## src/rtl/rt_access_ctrl_if.sv

```systemverilog
// Host-side request bus for rt_access_ctrl.
//   master : drives req_i, we_i, target_i, lim_i, addr_i, wdata_i;
//            receives gnt_o, rvalid_o, rdata_o, busy_o
//   slave  : the controller side of the same signals
// Signal names keep the controller's _i/_o view so they match its datasheet.
interface rt_access_ctrl_if #(
    parameter int Nr = 4,
    parameter int Nb = 32
);
    localparam int AW = $clog2(Nb);

    logic          req_i;
    logic          gnt_o;
    logic          we_i;
    logic [1:0]    target_i;
    logic          lim_i;
    logic [AW-1:0] addr_i;
    logic [Nr-1:0] wdata_i;
    logic          rvalid_o;
    logic [Nr-1:0] rdata_o;
    logic          busy_o;

    modport master (
        output req_i, we_i, target_i, lim_i, addr_i, wdata_i,
        input  gnt_o, rvalid_o, rdata_o, busy_o
    );

    modport slave (
        input  req_i, we_i, target_i, lim_i, addr_i, wdata_i,
        output gnt_o, rvalid_o, rdata_o, busy_o
    );
endinterface

```

## src/rtl/rt_access_ctrl.sv

```systemverilog
// Sequencing controller for the LiM racetrack memory unit.
// Takes one host request at a time (write / data read / LiM read) and plays
// out the word-line, write-enable, two-phase clock-current and read-current
// pattern the racetrack array needs. All array-side pins are registered.
// Ports:
//   clk_i, rstn_i        clock, asynchronous active-low reset
//   host                 request bus (slave side), see rt_access_ctrl_if
//   word_lines_o         one-hot word-line select
//   write_i_*_o          per-target write data (0 unless that target is written)
//   write_en_*_o         per-target write enable
//   current_s/m_*_o      slave / master phase clock currents
//   Bz_s_o, Bz_m_o       perpendicular field during the LiM phases
//   read_current_o       array read enable
//   out_select_o         array output mux, 1 = LiM result
//   r_data_i             array read output, sampled at the end of RD
module rt_access_ctrl #(
    parameter int Nr = 4,
    parameter int Nb = 32,
    parameter int Np = 8
) (
    input  logic          clk_i,
    input  logic          rstn_i,
    rt_access_ctrl_if.slave host,
    output logic [Nb-1:0] word_lines_o,
    output logic [Nr-1:0] write_i_data_o,
    output logic [Nr-1:0] write_i_mask_o,
    output logic [Nr-1:0] write_i_program_o,
    output logic          write_en_data_o,
    output logic          write_en_mask_o,
    output logic          write_en_program_o,
    output logic          current_s_data_o,
    output logic          current_s_mask_o,
    output logic          current_s_program_o,
    output logic          current_s_lim_o,
    output logic          current_m_data_o,
    output logic          current_m_mask_o,
    output logic          current_m_program_o,
    output logic          current_m_lim_o,
    output logic          Bz_s_o,
    output logic          Bz_m_o,
    output logic          read_current_o,
    output logic          out_select_o,
    input  logic [Nr-1:0] r_data_i
);
    localparam int AW = $clog2(Nb);

    // Port decode lives in the array; the port count only has to divide the
    // track length for the geometry to make sense.
    if ((Nb % Np) != 0) begin : g_geometry_mismatch
        localparam int GEOMETRY_MISMATCH = 1;
    end

    typedef enum logic [2:0] {IDLE, WR_S, WR_M, LM_S, LM_M, RD} state_t;

    state_t        state_reg;
    logic [1:0]    tgt_reg;
    logic          lim_reg;
    logic [AW-1:0] addr_reg;
    logic [Nr-1:0] wdata_reg;
    logic          rvalid_reg;
    logic [Nr-1:0] rdata_reg;

    // Per-target array controls, index 0 data, 1 mask, 2 program.
    logic [2:0]          wen_reg;
    logic [2:0]          cur_s_reg;
    logic [2:0]          cur_m_reg;
    logic [2:0][Nr-1:0]  wr_data_reg;

    // In IDLE the first phase is launched straight from the host fields, so
    // the source of target/address/data depends on the current state.
    logic [1:0]          tgt_src;
    logic [AW-1:0]       addr_src;
    logic [Nr-1:0]       wdata_src;
    logic [2:0]          tgt_hot;
    logic [Nb-1:0]       wl_hot;
    logic [2:0][Nr-1:0]  wr_data_next;

    always_comb begin
        tgt_src   = tgt_reg;
        addr_src  = addr_reg;
        wdata_src = wdata_reg;
        if (state_reg == IDLE) begin
            tgt_src   = host.target_i;
            addr_src  = host.addr_i;
            wdata_src = host.wdata_i;
        end
        // Reserved target 3 decodes to no target at all.
        tgt_hot = (tgt_src == 2'd3) ? 3'b000 : (3'b001 << tgt_src);
        wl_hot  = {{(Nb-1){1'b0}}, 1'b1} << addr_src;
    end

    for (genvar gi = 0; gi < 3; gi++) begin : g_wr_data
        assign wr_data_next[gi] = tgt_hot[gi] ? wdata_src : '0;
    end

    always_ff @(posedge clk_i or negedge rstn_i) begin
        if (!rstn_i) begin
            state_reg      <= IDLE;
            tgt_reg        <= '0;
            lim_reg        <= 1'b0;
            addr_reg       <= '0;
            wdata_reg      <= '0;
            rvalid_reg     <= 1'b0;
            rdata_reg      <= '0;
            wen_reg        <= '0;
            cur_s_reg      <= '0;
            cur_m_reg      <= '0;
            wr_data_reg    <= '0;
            word_lines_o   <= '0;
            current_s_lim_o <= 1'b0;
            current_m_lim_o <= 1'b0;
            Bz_s_o         <= 1'b0;
            Bz_m_o         <= 1'b0;
            read_current_o <= 1'b0;
            out_select_o   <= 1'b0;
        end else begin
            // Every array pin is a one-cycle pulse for the phase entered next;
            // anything not set below returns to 0.
            rvalid_reg     <= 1'b0;
            wen_reg        <= '0;
            cur_s_reg      <= '0;
            cur_m_reg      <= '0;
            wr_data_reg    <= '0;
            word_lines_o   <= '0;
            current_s_lim_o <= 1'b0;
            current_m_lim_o <= 1'b0;
            Bz_s_o         <= 1'b0;
            Bz_m_o         <= 1'b0;
            read_current_o <= 1'b0;
            out_select_o   <= 1'b0;

            case (state_reg)
                IDLE: begin
                    if (host.req_i) begin
                        tgt_reg      <= host.target_i;
                        lim_reg      <= host.lim_i;
                        addr_reg     <= host.addr_i;
                        wdata_reg    <= host.wdata_i;
                        word_lines_o <= wl_hot;
                        if (host.we_i) begin
                            state_reg   <= WR_S;
                            wen_reg     <= tgt_hot;
                            cur_s_reg   <= tgt_hot;
                            wr_data_reg <= wr_data_next;
                        end else if (host.lim_i) begin
                            state_reg       <= LM_S;
                            current_s_lim_o <= 1'b1;
                            Bz_s_o          <= 1'b1;
                        end else begin
                            state_reg      <= RD;
                            read_current_o <= 1'b1;
                        end
                    end
                end
                WR_S: begin
                    state_reg    <= WR_M;
                    word_lines_o <= wl_hot;
                    wen_reg      <= tgt_hot;
                    cur_m_reg    <= tgt_hot;
                    wr_data_reg  <= wr_data_next;
                end
                WR_M: begin
                    state_reg  <= IDLE;
                    rvalid_reg <= 1'b1;
                end
                LM_S: begin
                    state_reg       <= LM_M;
                    word_lines_o    <= wl_hot;
                    current_m_lim_o <= 1'b1;
                    Bz_m_o          <= 1'b1;
                end
                LM_M: begin
                    state_reg      <= RD;
                    word_lines_o   <= wl_hot;
                    read_current_o <= 1'b1;
                    out_select_o   <= lim_reg;
                end
                RD: begin
                    state_reg  <= IDLE;
                    rdata_reg  <= r_data_i;
                    rvalid_reg <= 1'b1;
                end
                default: state_reg <= IDLE;
            endcase
        end
    end

    // Grant is masked by reset so nothing is accepted while the unit is held.
    assign host.gnt_o    = host.req_i && (state_reg == IDLE) && rstn_i;
    assign host.busy_o   = (state_reg != IDLE);
    assign host.rvalid_o = rvalid_reg;
    assign host.rdata_o  = rdata_reg;

    assign write_en_data_o     = wen_reg[0];
    assign write_en_mask_o     = wen_reg[1];
    assign write_en_program_o  = wen_reg[2];
    assign current_s_data_o    = cur_s_reg[0];
    assign current_s_mask_o    = cur_s_reg[1];
    assign current_s_program_o = cur_s_reg[2];
    assign current_m_data_o    = cur_m_reg[0];
    assign current_m_mask_o    = cur_m_reg[1];
    assign current_m_program_o = cur_m_reg[2];
    assign write_i_data_o      = wr_data_reg[0];
    assign write_i_mask_o      = wr_data_reg[1];
    assign write_i_program_o   = wr_data_reg[2];
endmodule

```

## src/flat_wrapper.sv

```systemverilog
// flat-port wrapper written by rule: the top's interface ports become plain ports
module rt_access_ctrl_flat 
#(
    parameter int Nr = 4,
    parameter int Nb = 32,
    parameter int Np = 8
)
  (clk_i, rstn_i, word_lines_o, write_i_data_o, write_i_mask_o, write_i_program_o, write_en_data_o, write_en_mask_o, write_en_program_o, current_s_data_o, current_s_mask_o, current_s_program_o, current_s_lim_o, current_m_data_o, current_m_mask_o, current_m_program_o, current_m_lim_o, Bz_s_o, Bz_m_o, read_current_o, out_select_o, r_data_i, host_req_i, host_we_i, host_target_i, host_lim_i, host_addr_i, host_wdata_i, host_gnt_o, host_rvalid_o, host_rdata_o, host_busy_o);
  rt_access_ctrl_if #(.Nr(Nr), .Nb(Nb)) host_i ();
  input  logic clk_i;
  input  logic rstn_i;
  output logic [Nb-1:0] word_lines_o;
  output logic [Nr-1:0] write_i_data_o;
  output logic [Nr-1:0] write_i_mask_o;
  output logic [Nr-1:0] write_i_program_o;
  output logic write_en_data_o;
  output logic write_en_mask_o;
  output logic write_en_program_o;
  output logic current_s_data_o;
  output logic current_s_mask_o;
  output logic current_s_program_o;
  output logic current_s_lim_o;
  output logic current_m_data_o;
  output logic current_m_mask_o;
  output logic current_m_program_o;
  output logic current_m_lim_o;
  output logic Bz_s_o;
  output logic Bz_m_o;
  output logic read_current_o;
  output logic out_select_o;
  input  logic [Nr-1:0] r_data_i;
  input wire logic [$bits(host_i.req_i)-1:0] host_req_i;
  input wire logic [$bits(host_i.we_i)-1:0] host_we_i;
  input wire logic [$bits(host_i.target_i)-1:0] host_target_i;
  input wire logic [$bits(host_i.lim_i)-1:0] host_lim_i;
  input wire logic [$bits(host_i.addr_i)-1:0] host_addr_i;
  input wire logic [$bits(host_i.wdata_i)-1:0] host_wdata_i;
  output wire logic [$bits(host_i.gnt_o)-1:0] host_gnt_o;
  output wire logic [$bits(host_i.rvalid_o)-1:0] host_rvalid_o;
  output wire logic [$bits(host_i.rdata_o)-1:0] host_rdata_o;
  output wire logic [$bits(host_i.busy_o)-1:0] host_busy_o;
  assign host_i.req_i = host_req_i;
  assign host_i.we_i = host_we_i;
  assign host_i.target_i = host_target_i;
  assign host_i.lim_i = host_lim_i;
  assign host_i.addr_i = host_addr_i;
  assign host_i.wdata_i = host_wdata_i;
  assign host_gnt_o = host_i.gnt_o;
  assign host_rvalid_o = host_i.rvalid_o;
  assign host_rdata_o = host_i.rdata_o;
  assign host_busy_o = host_i.busy_o;
  rt_access_ctrl #(.Nr(Nr), .Nb(Nb), .Np(Np)) u_core (.clk_i(clk_i), .rstn_i(rstn_i), .host(host_i), .word_lines_o(word_lines_o), .write_i_data_o(write_i_data_o), .write_i_mask_o(write_i_mask_o), .write_i_program_o(write_i_program_o), .write_en_data_o(write_en_data_o), .write_en_mask_o(write_en_mask_o), .write_en_program_o(write_en_program_o), .current_s_data_o(current_s_data_o), .current_s_mask_o(current_s_mask_o), .current_s_program_o(current_s_program_o), .current_s_lim_o(current_s_lim_o), .current_m_data_o(current_m_data_o), .current_m_mask_o(current_m_mask_o), .current_m_program_o(current_m_program_o), .current_m_lim_o(current_m_lim_o), .Bz_s_o(Bz_s_o), .Bz_m_o(Bz_m_o), .read_current_o(read_current_o), .out_select_o(out_select_o), .r_data_i(r_data_i));
endmodule
```

## config.mk

```make
export PLATFORM = sky130hd
export DESIGN_NAME = rt_access_ctrl_flat
export DESIGN_NICKNAME = d
export VERILOG_FILES = /design/src/rtl/rt_access_ctrl_if.sv /design/src/rtl/rt_access_ctrl.sv /design/src/flat_wrapper.sv
export SDC_FILE = /design/constraint.sdc
export NUM_CORES = 1
export LEC_CHECK = 0
export CAP_MARGIN = 20
export CORE_AREA = 10 10 96 98
export CTS_CLUSTER_SIZE = 10
export DETAILED_ROUTE_END_ITERATION = 10
export DIE_AREA = 0 0 106 108
export HOLD_SLACK_MARGIN = 0.12
export PLACE_DENSITY = 0.74
export SLEW_MARGIN = 20
export SYNTH_ARGS = -nofsm -noshare
export SYNTH_HDL_FRONTEND = slang
export SYNTH_SLANG_ARGS = --single-unit
```

## constraint.sdc

```tcl
create_clock -name clk_i -period 3.7 [get_ports clk_i]
set_clock_uncertainty 0.05 [all_clocks]
set_input_delay 0.925 -clock clk_i [delete_from_list [all_inputs] [get_ports clk_i]]
set_output_delay 0.925 -clock clk_i [all_outputs]
set_load 0.03 [all_outputs]
```

==> impl_metrics.toml <==
[place]
portBuffers = 85
gp_congestion = 0.7451
place_hpwl_um = 5083

[sta]
fin_crit_sh = 0.8001
finalSetupViolations = 0
worst_pin_slew_ns = 0.9518
fmax_mhz = 337.8
slew-limit-headroom = 0.3655
tns_ns = 0
final-max-slew-violation-count = 0
finalHoldViolations = 0
finalCriticalPeriod_ns = 2.960
rsz0062_at_grt = "false"
whs_ns = 0.4329

[final_layout]
multi_input_area_mm2 = 0.001142
n_antenna_cell = 0
syn2layout_area_growth_pct = 33.53
largest_reg_flops = 32
nets = 374
fin_util = 0.5754
n_fill_cell = 681
regArea_mm2 = 0.001927
drive_above_1_share = 0.1086

[synth]
syn_nets = 296
avgSynthCellArea_um2 = 11.63
ys_warn_count = 0
synth-seq-cells = 77
netlist_instances = 276
syn_area_mm2 = 0.003209
synth_cell_types = 38
ys_seq_area_frac = 0.6004

[cts]
cts_sinks = 77
cts_buffers = 9
post-cts-setup-buffers = 0
path_clk_slew_ns = 0.09
ctsResizeCount = 0
cts_tree = "yes"
cts_root_buffer = "clkbuf_8"
cts_buffer_depth = 2
clk_latency_ns = 0.35
cts_max_level = 3
cts_hold_buf = 0

[grt]
grt_pass1_wl_um = 11920
grt_start_max_net_pins = 78
track_usage = 0.1302
overflow = 0
grt_pass1_vias = 2333
antenna_found_initial = 0

[worst_setup_path]
r2r_cells = 4
rr_endpoint = "u_core.write_i_data_o[1]$_DFF_PN0_"
r2r-start = "u_core.state_reg[1]$_DFFE_PN0P_"
path_class = "flop to output pin"
arrival_ns = 1.99
start_kind = "flop"
cp.required_ns = 2.72
regToRegSetupSlack_ns = 1.84
critPathMaxFanout = 10
end_kind = "output pin"

[drt]
wl_per_cell_um = 15.84
drt-total-wl_um = 7304
vias = 2273
ant_nets = 0
first_pass_iters = 4
via_per_inst = 4.931
drt_iter0_drc = 134
route.detailed.drc = 0

[power]
pwr-share-comb = 0.418
powerDensity_mw_per_mm2 = 737.9
switching_share = 0.4161
p_leak_nw = 1.962
worst_ir_drop_vdd_mv = 0.4659
switchingPower_mw = 1.316
seqPwrFrac = 0.391
pwr-share-clk = 0.191
internal_power_mw = 1.846

[status]
status = "finished, final reports clean"

[floorplan]
boundaryPins = 86
core_area_mm2 = 0.007447
die_w_um = 106
fp.dieH_um = 108
num_rows = 32
die-area_mm2 = 0.01145
start_util = 0.4309

[min_path]
hold_path_class = "flop to flop"
holdPathStages = 2
worstHoldStart = "u_core.lim_reg$_DFFE_PN0P_"
whs_endpoint = "u_core.lim_reg$_DFFE_PN0P_"

[flow_run]
drv_cap = 0
power groups by stage:
stage / Clock [mW] / Sequential, mW / Combinational (mW)
after detailed placement: 0 / 1.25 / 1.34
final: 0.604 / 1.24 / 1.32
after global placement: 0 / 1.24 / 1.32
after global routing: 0.657 / 1.27 / 1.44
after CTS: 0.620 / 1.23 / 1.34
after floorplan: 0 / 1.37 / 0.781
metrics by stage:
step / power [mW] / setup WS (ns) / std cells / instance area [um2]
global route: 3.361 / 0.6693 / 461 / 4285
finish: 3.162 / 0.7398 / 461 / 4285
CTS: 3.197 / 0.7285 / 461 / 4285
floorplan: 2.151 / 1.001 / 276 / 3209
global placement: 2.564 / 0.7580 / 445 / 4099
detailed placement: 2.591 / 0.7425 / 445 / 4099
critical path: stages, from the launching register on:
cell and delay (ns):
dfrtp_1 0.51, or3_1 0.49, clkdlybuf4s50_1 0.63
routing by layer:
metal | wire (um) | global-route usage
met5 | 0 | 0
met4 | 71 | 0.04062
met3 | 460 | 0.05294
met2 | 3791 | 0.2239
met1 | 2980 | 0.1453
cell usage in the layout, fill, tap and decap left out, drive strengths merged:
| cell type | Yosys | final |
|---|---|---|
| clkdlybuf4s50 | 0 | 83 |
| dfrtp | 77 | 77 |
| nor2 | 42 | 42 |
| nand2 | 35 | 35 |
| mux2i | 15 | 15 |
| nor4bb | 12 | 12 |
| inv | 7 | 12 |
| nor4b | 10 | 10 |
| nand4b | 9 | 9 |
| clkbuf | 11 | 9 |
| mux2 | 9 | 9 |
| and2 | 7 | 7 |
| buf | 11 | 6 |
| a21oi | 4 | 4 |
| or4b | 3 | 3 |
| and3b | 2 | 2 |
| a22oi | 2 | 2 |
| nand2b | 2 | 2 |
| nor4 | 2 | 2 |
| nand4 | 2 | 2 |
| o21ai | 2 | 2 |
| and3 | 2 | 2 |
| nor3b | 1 | 1 |
| or3 | 1 | 1 |
| a221oi | 1 | 1 |
| o221a | 1 | 1 |
| o21a | 1 | 1 |
| o21bai | 1 | 1 |
| nand3 | 1 | 1 |
| a31oi | 1 | 1 |
| nor3 | 1 | 1 |
| a21o | 1 | 1 |
| clkinv | 0 | 1 |
| clkinvlp | 0 | 1 |
synth_stat cells (all sizes together):
library cell	count	share of area
nor2	42	0.051
and3	2	0.0039
a22oi	2	0.0047
mux2i	15	0.047
a21o	1	0.0023
nand4	2	0.0039
and3b	2	0.0055
nor4	2	0.0039
nor3b	1	0.0023
clkbuf	11	0.013
mux2	9	0.036
nand2	35	0.041
nand2b	2	0.0039
nor4bb	12	0.037
o21bai	1	0.0023
or4b	3	0.011
a21oi	4	0.0062
o21ai	2	0.0031
a221oi	1	0.0047
nand4b	9	0.025
nor4b	10	0.029
o221a	1	0.0062
or3	1	0.0020
o21a	1	0.0023
a31oi	1	0.0020
nand3	1	0.0016
and2	7	0.014
nor3	1	0.0016
buf	11	0.025
inv	7	0.0082
dfrtp	77	0.60
how the worst max path moves through the flow:
stage	from	endpoint	slack, ns	cells after the start
floorplan	host_req_i	host_gnt_o	1.00	3
global placement	host_req_i	host_gnt_o	0.76	4
detailed placement	host_req_i	host_gnt_o	0.74	4
CTS	u_core.state_reg[1]$_DFFE_PN0P_	host_busy_o	0.73	2
global route	u_core.state_reg[1]$_DFFE_PN0P_	host_busy_o	0.67	2
finish	u_core.state_reg[1]$_DFFE_PN0P_	host_busy_o	0.74	2
kinds of logic after synthesis:
family	count (synthesis)	share of synthesized area
muxes	24	0.08304
and+or+nand+nor	132	0.2363
buffers and inverters	29	0.04639
DFF	77	0.6004
AOI/OAI and AO/OA	14	0.03392
area by class of cell:
cell class,instances,share of cell area
timing repair buffer,89,0.2044
tap,102,0.02978
inverter,7,0.006131
sequential,77,0.4496
clock inverter,7,0.01460
multi-input combinational,170,0.2666
clock buffer,9,0.02891
Power figures use the tool's default switching activity.
